### config.mk
export PLATFORM = sky130hd
export DESIGN_NAME = transposed_convolution2d_1x1_stride_2x2
export DESIGN_NICKNAME = d
export VERILOG_FILES = /design/src/rtl/transposed_conv_pkg.sv /design/src/rtl/fp32_mul.sv /design/src/rtl/transposed_convolution2d_1x1_stride_2x2.sv
export SDC_FILE = /design/constraint.sdc
export NUM_CORES = 2
export LEC_CHECK = 0
export CAP_MARGIN = 25
export CORE_MARGIN = 2
export CORE_UTILIZATION = 62
export DETAILED_ROUTE_END_ITERATION = 10
export DONT_BUFFER_PORTS = 1
export PLACE_DENSITY = 0.84
export SYNTH_ARGS = -nofsm -noshare
export SYNTH_HDL_FRONTEND = slang
export SYNTH_SLANG_ARGS = --single-unit
### constraint.sdc
create_clock -name clk -period 12 [get_ports clk]
set_clock_uncertainty 0.1 [all_clocks]
set_input_delay 2.4 -clock clk [delete_from_list [all_inputs] [get_ports clk]]
set_output_delay 2.4 -clock clk [all_outputs]
set_load 0.05 [all_outputs]
### src/rtl/transposed_conv_pkg.sv
// Shared types and helpers for the stride-2x2 1x1 transposed convolution.
// Provides the FSM state enum, the binary32 zero word and counter sizing.
package transposed_conv_pkg;

    typedef enum logic [1:0] {
        ACCEPT,
        SECOND,
        ODD_ROW
    } state_t;

    localparam logic [31:0] FP32_ZERO = 32'h0000_0000;

    // A count range of 1 still needs one physical bit.
    function automatic int cnt_width(input int n);
        return (n <= 1) ? 1 : $clog2(n);
    endfunction

endpackage

### src/rtl/fp32_mul.sv
// Combinational binary32 multiplier, round-to-nearest-even.
// Ports: i_a, i_b operands; o_p product. Denormals flush to signed zero.
module fp32_mul (
    input  logic [31:0] i_a,
    input  logic [31:0] i_b,
    output logic [31:0] o_p
);

    logic               w_sign;
    logic               w_a_zero, w_b_zero;
    logic               w_a_inf, w_b_inf;
    logic               w_a_nan, w_b_nan;
    logic [47:0]        w_prod;
    logic signed [9:0]  w_exp;
    logic signed [9:0]  w_exp_r;
    logic [22:0]        w_mant;
    logic               w_guard, w_sticky;
    logic [23:0]        w_mant_r;

    assign w_sign   = i_a[31] ^ i_b[31];
    assign w_a_zero = (i_a[30:23] == 8'h00);
    assign w_b_zero = (i_b[30:23] == 8'h00);
    assign w_a_inf  = (i_a[30:23] == 8'hFF) && (i_a[22:0] == 23'h0);
    assign w_b_inf  = (i_b[30:23] == 8'hFF) && (i_b[22:0] == 23'h0);
    assign w_a_nan  = (i_a[30:23] == 8'hFF) && (i_a[22:0] != 23'h0);
    assign w_b_nan  = (i_b[30:23] == 8'hFF) && (i_b[22:0] != 23'h0);
    assign w_prod   = {1'b1, i_a[22:0]} * {1'b1, i_b[22:0]};

    // Significand product lies in [1,4); bit 47 set means one extra exponent step.
    assign w_exp = $signed({2'b00, i_a[30:23]}) + $signed({2'b00, i_b[30:23]})
                 - 10'sd127 + $signed({9'b0, w_prod[47]});

    always_comb begin
        w_mant   = w_prod[45:23];
        w_guard  = w_prod[22];
        w_sticky = |w_prod[21:0];
        if (w_prod[47]) begin
            w_mant   = w_prod[46:24];
            w_guard  = w_prod[23];
            w_sticky = |w_prod[22:0];
        end
    end

    assign w_mant_r = {1'b0, w_mant} + {23'b0, w_guard & (w_sticky | w_mant[0])};
    // A rounding carry leaves the fraction at zero and bumps the exponent.
    assign w_exp_r  = w_exp + $signed({9'b0, w_mant_r[23]});

    always_comb begin
        o_p = {w_sign, w_exp_r[7:0], w_mant_r[22:0]};
        if (w_a_nan || w_b_nan || (w_a_inf && w_b_zero) || (w_b_inf && w_a_zero))
            o_p = 32'h7FC0_0000;
        else if (w_a_inf || w_b_inf)
            o_p = {w_sign, 8'hFF, 23'h0};
        else if (w_a_zero || w_b_zero)
            o_p = {w_sign, 31'h0};
        else if (w_exp_r >= 10'sd255)
            o_p = {w_sign, 8'hFF, 23'h0};
        else if (w_exp_r <= 10'sd0)
            o_p = {w_sign, 31'h0};
    end

endmodule

### src/rtl/transposed_convolution2d_1x1_stride_2x2.sv
// Streaming 1x1 transposed convolution, stride 2x2: each pixel x Kernel,
// upsampled to a 2H x 2W raster. Ports: clk, rst (sync, active high),
// Data_In/Kernel/Valid_In/Ready_In in; Data_Out/Valid_Out/Last_Out out.
// UPSAMPLE_NEAREST_EN: replicate products (line buffer) instead of zero fill.
module transposed_convolution2d_1x1_stride_2x2
    import transposed_conv_pkg::*;
#(
    parameter int IMG_HEIGHT = 299,
    parameter int IMG_WIDHT  = 299
) (
    input  logic        clk,
    input  logic        rst,
    input  logic [31:0] Data_In,
    input  logic [31:0] Kernel,
    input  logic        Valid_In,
    output logic        Ready_In,
    output logic [31:0] Data_Out,
    output logic        Valid_Out,
    output logic        Last_Out
);

    localparam int CW = cnt_width(IMG_WIDHT);
    localparam int OW = cnt_width(2 * IMG_WIDHT);
    localparam int RW = cnt_width(IMG_HEIGHT);

    localparam logic [CW-1:0] COL_LAST = CW'(IMG_WIDHT - 1);
    localparam logic [OW-1:0] ODD_LAST = OW'(2 * IMG_WIDHT - 1);
    localparam logic [RW-1:0] ROW_LAST = RW'(IMG_HEIGHT - 1);

    state_t        r_state;
    logic [CW-1:0] r_col;
    logic [OW-1:0] r_odd;
    logic [RW-1:0] r_row;
    logic [31:0]   w_prod;

    fp32_mul u_mul (
        .i_a (Data_In),
        .i_b (Kernel),
        .o_p (w_prod)
    );

    assign Ready_In = (r_state == ACCEPT);

`ifdef UPSAMPLE_NEAREST_EN
    logic [31:0]   r_prod;
    logic [31:0]   r_line [IMG_WIDHT];
    logic [CW-1:0] w_rep_idx;
    logic [31:0]   w_second_word;
    logic [31:0]   w_odd_word;

    // Each stored product is replayed on two consecutive odd-row cycles.
    assign w_rep_idx     = CW'(r_odd >> 1);
    assign w_second_word = r_prod;
    assign w_odd_word    = r_line[w_rep_idx];

    always_ff @(posedge clk) begin
        if (Ready_In && Valid_In) begin
            r_prod       <= w_prod;
            r_line[r_col] <= w_prod;
        end
    end
`else
    logic [31:0] w_second_word;
    logic [31:0] w_odd_word;

    assign w_second_word = FP32_ZERO;
    assign w_odd_word    = FP32_ZERO;
`endif

    always_ff @(posedge clk) begin
        if (rst) begin
            r_state   <= ACCEPT;
            r_col     <= '0;
            r_odd     <= '0;
            r_row     <= '0;
            Data_Out  <= FP32_ZERO;
            Valid_Out <= 1'b0;
            Last_Out  <= 1'b0;
        end else begin
            Last_Out <= 1'b0;
            unique case (r_state)
                ACCEPT: begin
                    Valid_Out <= Valid_In;
                    if (Valid_In) begin
                        Data_Out <= w_prod;
                        r_state  <= SECOND;
                    end
                end
                SECOND: begin
                    Valid_Out <= 1'b1;
                    Data_Out  <= w_second_word;
                    if (r_col == COL_LAST) begin
                        r_col   <= '0;
                        r_state <= ODD_ROW;
                    end else begin
                        r_col   <= r_col + 1'b1;
                        r_state <= ACCEPT;
                    end
                end
                ODD_ROW: begin
                    Valid_Out <= 1'b1;
                    Data_Out  <= w_odd_word;
                    if (r_odd == ODD_LAST) begin
                        r_odd   <= '0;
                        r_state <= ACCEPT;
                        if (r_row == ROW_LAST) begin
                            r_row    <= '0;
                            Last_Out <= 1'b1;
                        end else begin
                            r_row <= r_row + 1'b1;
                        end
                    end else begin
                        r_odd <= r_odd + 1'b1;
                    end
                end
                default: r_state <= ACCEPT;
            endcase
        end
    end

endmodule

==> summary.txt <==
Global route
  – First-pass GRT wire length: 113.3 mm
  – Global Route Usage Sum: 0.3446
  – Global route total overflow: 0
  – Largest net degree at the start of global routing: 26
  – Number of global-route vias before repair: 22310
  – Number of antenna violations at the first check in global routing: 1

Layout
  – Layout net count: roughly 3700
  – Number of diodes: 0
  – Area of the multi-input gates: slightly above 0.02 mm²
  – Sequential standard cell area: 0.001281 mm²
  – Fraction of final layout cells with drive strength greater than 1: 0.09540
  – Filler Cell Count: 2951
  – Relative area change from synthesis to final layout: 8.280%

Synth
  – Sequential element share of the synthesized area: 0.05218
  – Distinct cell type count after synthesis: 94
  – EDFF count, synth: 0
  – Fraction of synthesis flops using an asynchronous set or reset pin: 0
  – Leading register cell type out of synthesis: sky130_fd_sc_hd__dfxtp_1
  – Top area cells in the synthesized netlist: sky130_fd_sc_hd__fa_1, sky130_fd_sc_hd__ha_1, sky130_fd_sc_hd__inv_1, sky130_fd_sc_hd__and2_1, sky130_fd_sc_hd__nand2_1
  – YS warnings: 0
  – Post-Syn Area: 0.02455 mm²
  – Yosys reg bits: 64
  – Cell type with the highest aggregate area in the netlist: sky130_fd_sc_hd__fa_1
  – Area share of the largest cell type after synthesis: 0.3946
  – Avg Cell Area, Syn: 8.415 µm²
  – Synthesized instance count: approximately 2900
  – Number of nets in the synthesized netlist: 3665

Clock network
  – Maximum count of clock buffers along a single path: 2
  – Clock latency at the later pin of the worst-skew pair: 0.33 ns
  – CTS Buf Count: 9
  – Clock transition at the registers of the reported paths: 0.06 ns
  – TritonCTS clock tree: done
  – CTS HTree Levels: 3
  – Clock tree root driver cell: sky130_fd_sc_hd__clkbuf_16
  – Num Clock Sinks: 64

Setup path
  – Cells on worst reg2reg path: 12
  – Cell repeated most along the worst path: sky130_fd_sc_hd__fa_1
  – WP data required: 12.12 ns
  – Buf+Inv Stages, Crit Path: 7
  – Highest-delay cell along the critical path: sky130_fd_sc_hd__fa_1
  – Startpoint class of the critical path: primary input
  – Type of destination of the critical path: flip-flop
  – Critical path class: in2reg
  – CP arrival: 11.71 ns
  – Stage delay of the slowest cell on the critical path: 0.56 ns
  – Crit path max-delay family: adder cells
  – Largest fanout on the critical path: 25
  – Stages on the worst setup path: 37

Drt
  – Vias per std cell: 5.974
  – Total number of vias: 20880
  – Count of unresolved DRC violations after routing: 0
  – Mean routed wirelength per cell: between 15 and 20 µm
  – Count of antenna-violating nets left after detailed routing: 0
  – Detailed-route wire length: 69.45 mm
  – Number of DRC markers in iteration 0: 1668
  – Number of detailed-routing iterations run before antenna repair: 6

Floorplanning
  – Die span in y: 203.0 µm
  – Cell row count: 72
  – Standard cell core area: 0.03883 mm²
  – Horizontal die dimension: roughly 200 µm
  – Die Outline Area: 0.04121 mm²
  – Initial core utilization: 0.6324
  – Top-level I/O count: 102

Min path
  – Type of the tightest min-delay check: reg2reg
  – Worst hold stages: 2

Timing
  – Final setup TNS: 0 ns
  – Max Freq: 86.23 MHz
  – Transition time of the tightest slew-check pin: 0.8858 ns
  – Part of the cycle the worst path needs: 0.9664
  – Final hold vios: 0
  – Max Transition Viols Final: 0
  – Shortest clock period the worst path allows after layout: 11.60 ns
  – Total of endpoints with negative setup slack in the final report: 0
  – Max-slew headroom at the worst pin: 0.4094

Placement
  – Count of buffers inserted at the top-level ports: 0
  – Global placer's final weighted congestion: 0.9749
  – Total half-perimeter wirelength after legalization and detailed placement: ~55 mm

Status
  – Run status: complete, no violations

Flow run
  – Number of violations of the max-capacitance limit: 0
[tightest hold or removal path, delay by kind of cell, from the launching register on]
family | cells | cell delay [ns]
compound gates | 2 | 0.13
flops | 1 | 0.33
[cell usage after synthesis, types with 10 or more instances]
cell,instances
sky130_fd_sc_hd__a211oi_1,21
sky130_fd_sc_hd__o211ai_1,20
sky130_fd_sc_hd__nor2_1,166
sky130_fd_sc_hd__nand2_1,364
sky130_fd_sc_hd__a21oi_1,80
sky130_fd_sc_hd__xor2_1,37
sky130_fd_sc_hd__dfxtp_1,64
sky130_fd_sc_hd__mux2i_1,13
sky130_fd_sc_hd__and2_1,255
sky130_fd_sc_hd__nor4_1,35
sky130_fd_sc_hd__nand2b_1,10
sky130_fd_sc_hd__nand3_1,31
sky130_fd_sc_hd__xnor2_1,42
sky130_fd_sc_hd__a21o_1,20
sky130_fd_sc_hd__fa_1,484
sky130_fd_sc_hd__inv_1,602
sky130_fd_sc_hd__ha_1,196
sky130_fd_sc_hd__nor3_1,27
sky130_fd_sc_hd__a31oi_1,12
sky130_fd_sc_hd__clkbuf_1,104
sky130_fd_sc_hd__and3_1,17
sky130_fd_sc_hd__nand4_1,35
sky130_fd_sc_hd__buf_2,15
sky130_fd_sc_hd__o21ai_0,51
sky130_fd_sc_hd__o21ai_1,15
sky130_fd_sc_hd__o21a_1,12
sky130_fd_sc_hd__a22oi_1,11
sky130_fd_sc_hd__or3_1,11
[cell families (layout without fill, tap and decap cells)]
group | Yosys count | after routing | share of synthesized area
AND/OR/NAND/NOR | 1004 | 1004 | 0.2055
buffers and inverters | 737 | 796 | 0.1159
AO/OA/AOI/OAI | 336 | 336 | 0.09508
XOR/XNOR | 83 | 83 | 0.03113
multiplexers | 14 | 14 | 0.005758
adder cells (fa/ha/maj) | 680 | 680 | 0.4945
flip-flops | 64 | 64 | 0.05218
[routing by layer]
| layer | part of all wire | vias up | global-route usage |
|---|---|---|---|
| li1 | - | 9163 | - |
| met1 | 0.38 | 10340 | 0.4435 |
| met2 | 0.47 | 1191 | 0.5596 |
| met3 | 0.11 | 190 | 0.08604 |
| met4 | 0.040 | 0 | 0.1400 |
| met5 | 0 | - | 0 |
[stage by stage]
step | setup WS, ns | area, µm² | hold slack (ns) | cells | utilization
floorplan | 0.03143 | 24570 | 0.3667 | 2918 | -
global route | -0.02024 | 26590 | 0.4209 | 3495 | 0.6848
global placement | -0.09458 | 25880 | 0.3829 | 3467 | 0.6665
CTS | 0.06271 | 26190 | 0.4049 | 3483 | 0.6746
detailed placement | -0.3013 | 25880 | 0.3960 | 3467 | 0.6665
finish | 0.4030 | 26590 | 0.4043 | 3495 | 0.6848
[path summary, 6_finish.rpt]
path | startpoint | endpoint | slack (ns)
setup / recovery | Data_In[21] | Data_Out[15] | 0.40
hold / removal | r_row[7] | r_row[7] | 0.40
setup reg to reg | r_state[0] | Data_Out[13] | 8.68
hold reg to reg | r_row[7] | r_row[7] | 0.40
[cells in the final DEF (no fill, tap or decap), types with 18 or more instances in the layout]
master	count
sky130_fd_sc_hd__a211oi_1	18
sky130_fd_sc_hd__nor3_1	22
sky130_fd_sc_hd__a21o_1	20
sky130_fd_sc_hd__nor4_1	33
sky130_fd_sc_hd__xnor2_1	42
sky130_fd_sc_hd__a21oi_1	76
sky130_fd_sc_hd__and2_1	255
sky130_fd_sc_hd__fa_1	483
sky130_fd_sc_hd__o21ai_0	47
sky130_fd_sc_hd__inv_1	601
sky130_fd_sc_hd__nand4_1	35
sky130_fd_sc_hd__buf_4	172
sky130_fd_sc_hd__o211ai_1	20
sky130_fd_sc_hd__nor2_1	157
sky130_fd_sc_hd__nand3_1	26
sky130_fd_sc_hd__nand2_1	363
sky130_fd_sc_hd__xor2_1	36
sky130_fd_sc_hd__dfxtp_1	64
sky130_fd_sc_hd__ha_1	192
[area by class of cell]
type                    count  share of cell area
flip-flops and latches     64             0.04819
clock buffers              10            0.008988
well taps                 518             0.02438
repair buffers            175             0.05016
clock inverters             6            0.002541
inverters                 605             0.08555
multi-input cells        2117              0.7802
[registers in the layout, indices dropped and copies added (netlist names)]
register and flops:
Data_Out 32, Last_Out 1, Valid_Out 1, r_col 9, r_odd 10, r_row 9, r_state 2
[timing repair]
item	in CTS	in global routing
endpoints found under the hold margin	0	0
setup endpoints to repair	1	30
hold buffers	0	0
pin swaps	0	30
setup buffers	0	12
resized for setup	1	63
Power is not shown: default switching activity piles up to over one toggle a cycle in this logic, so the estimate is an artifact.
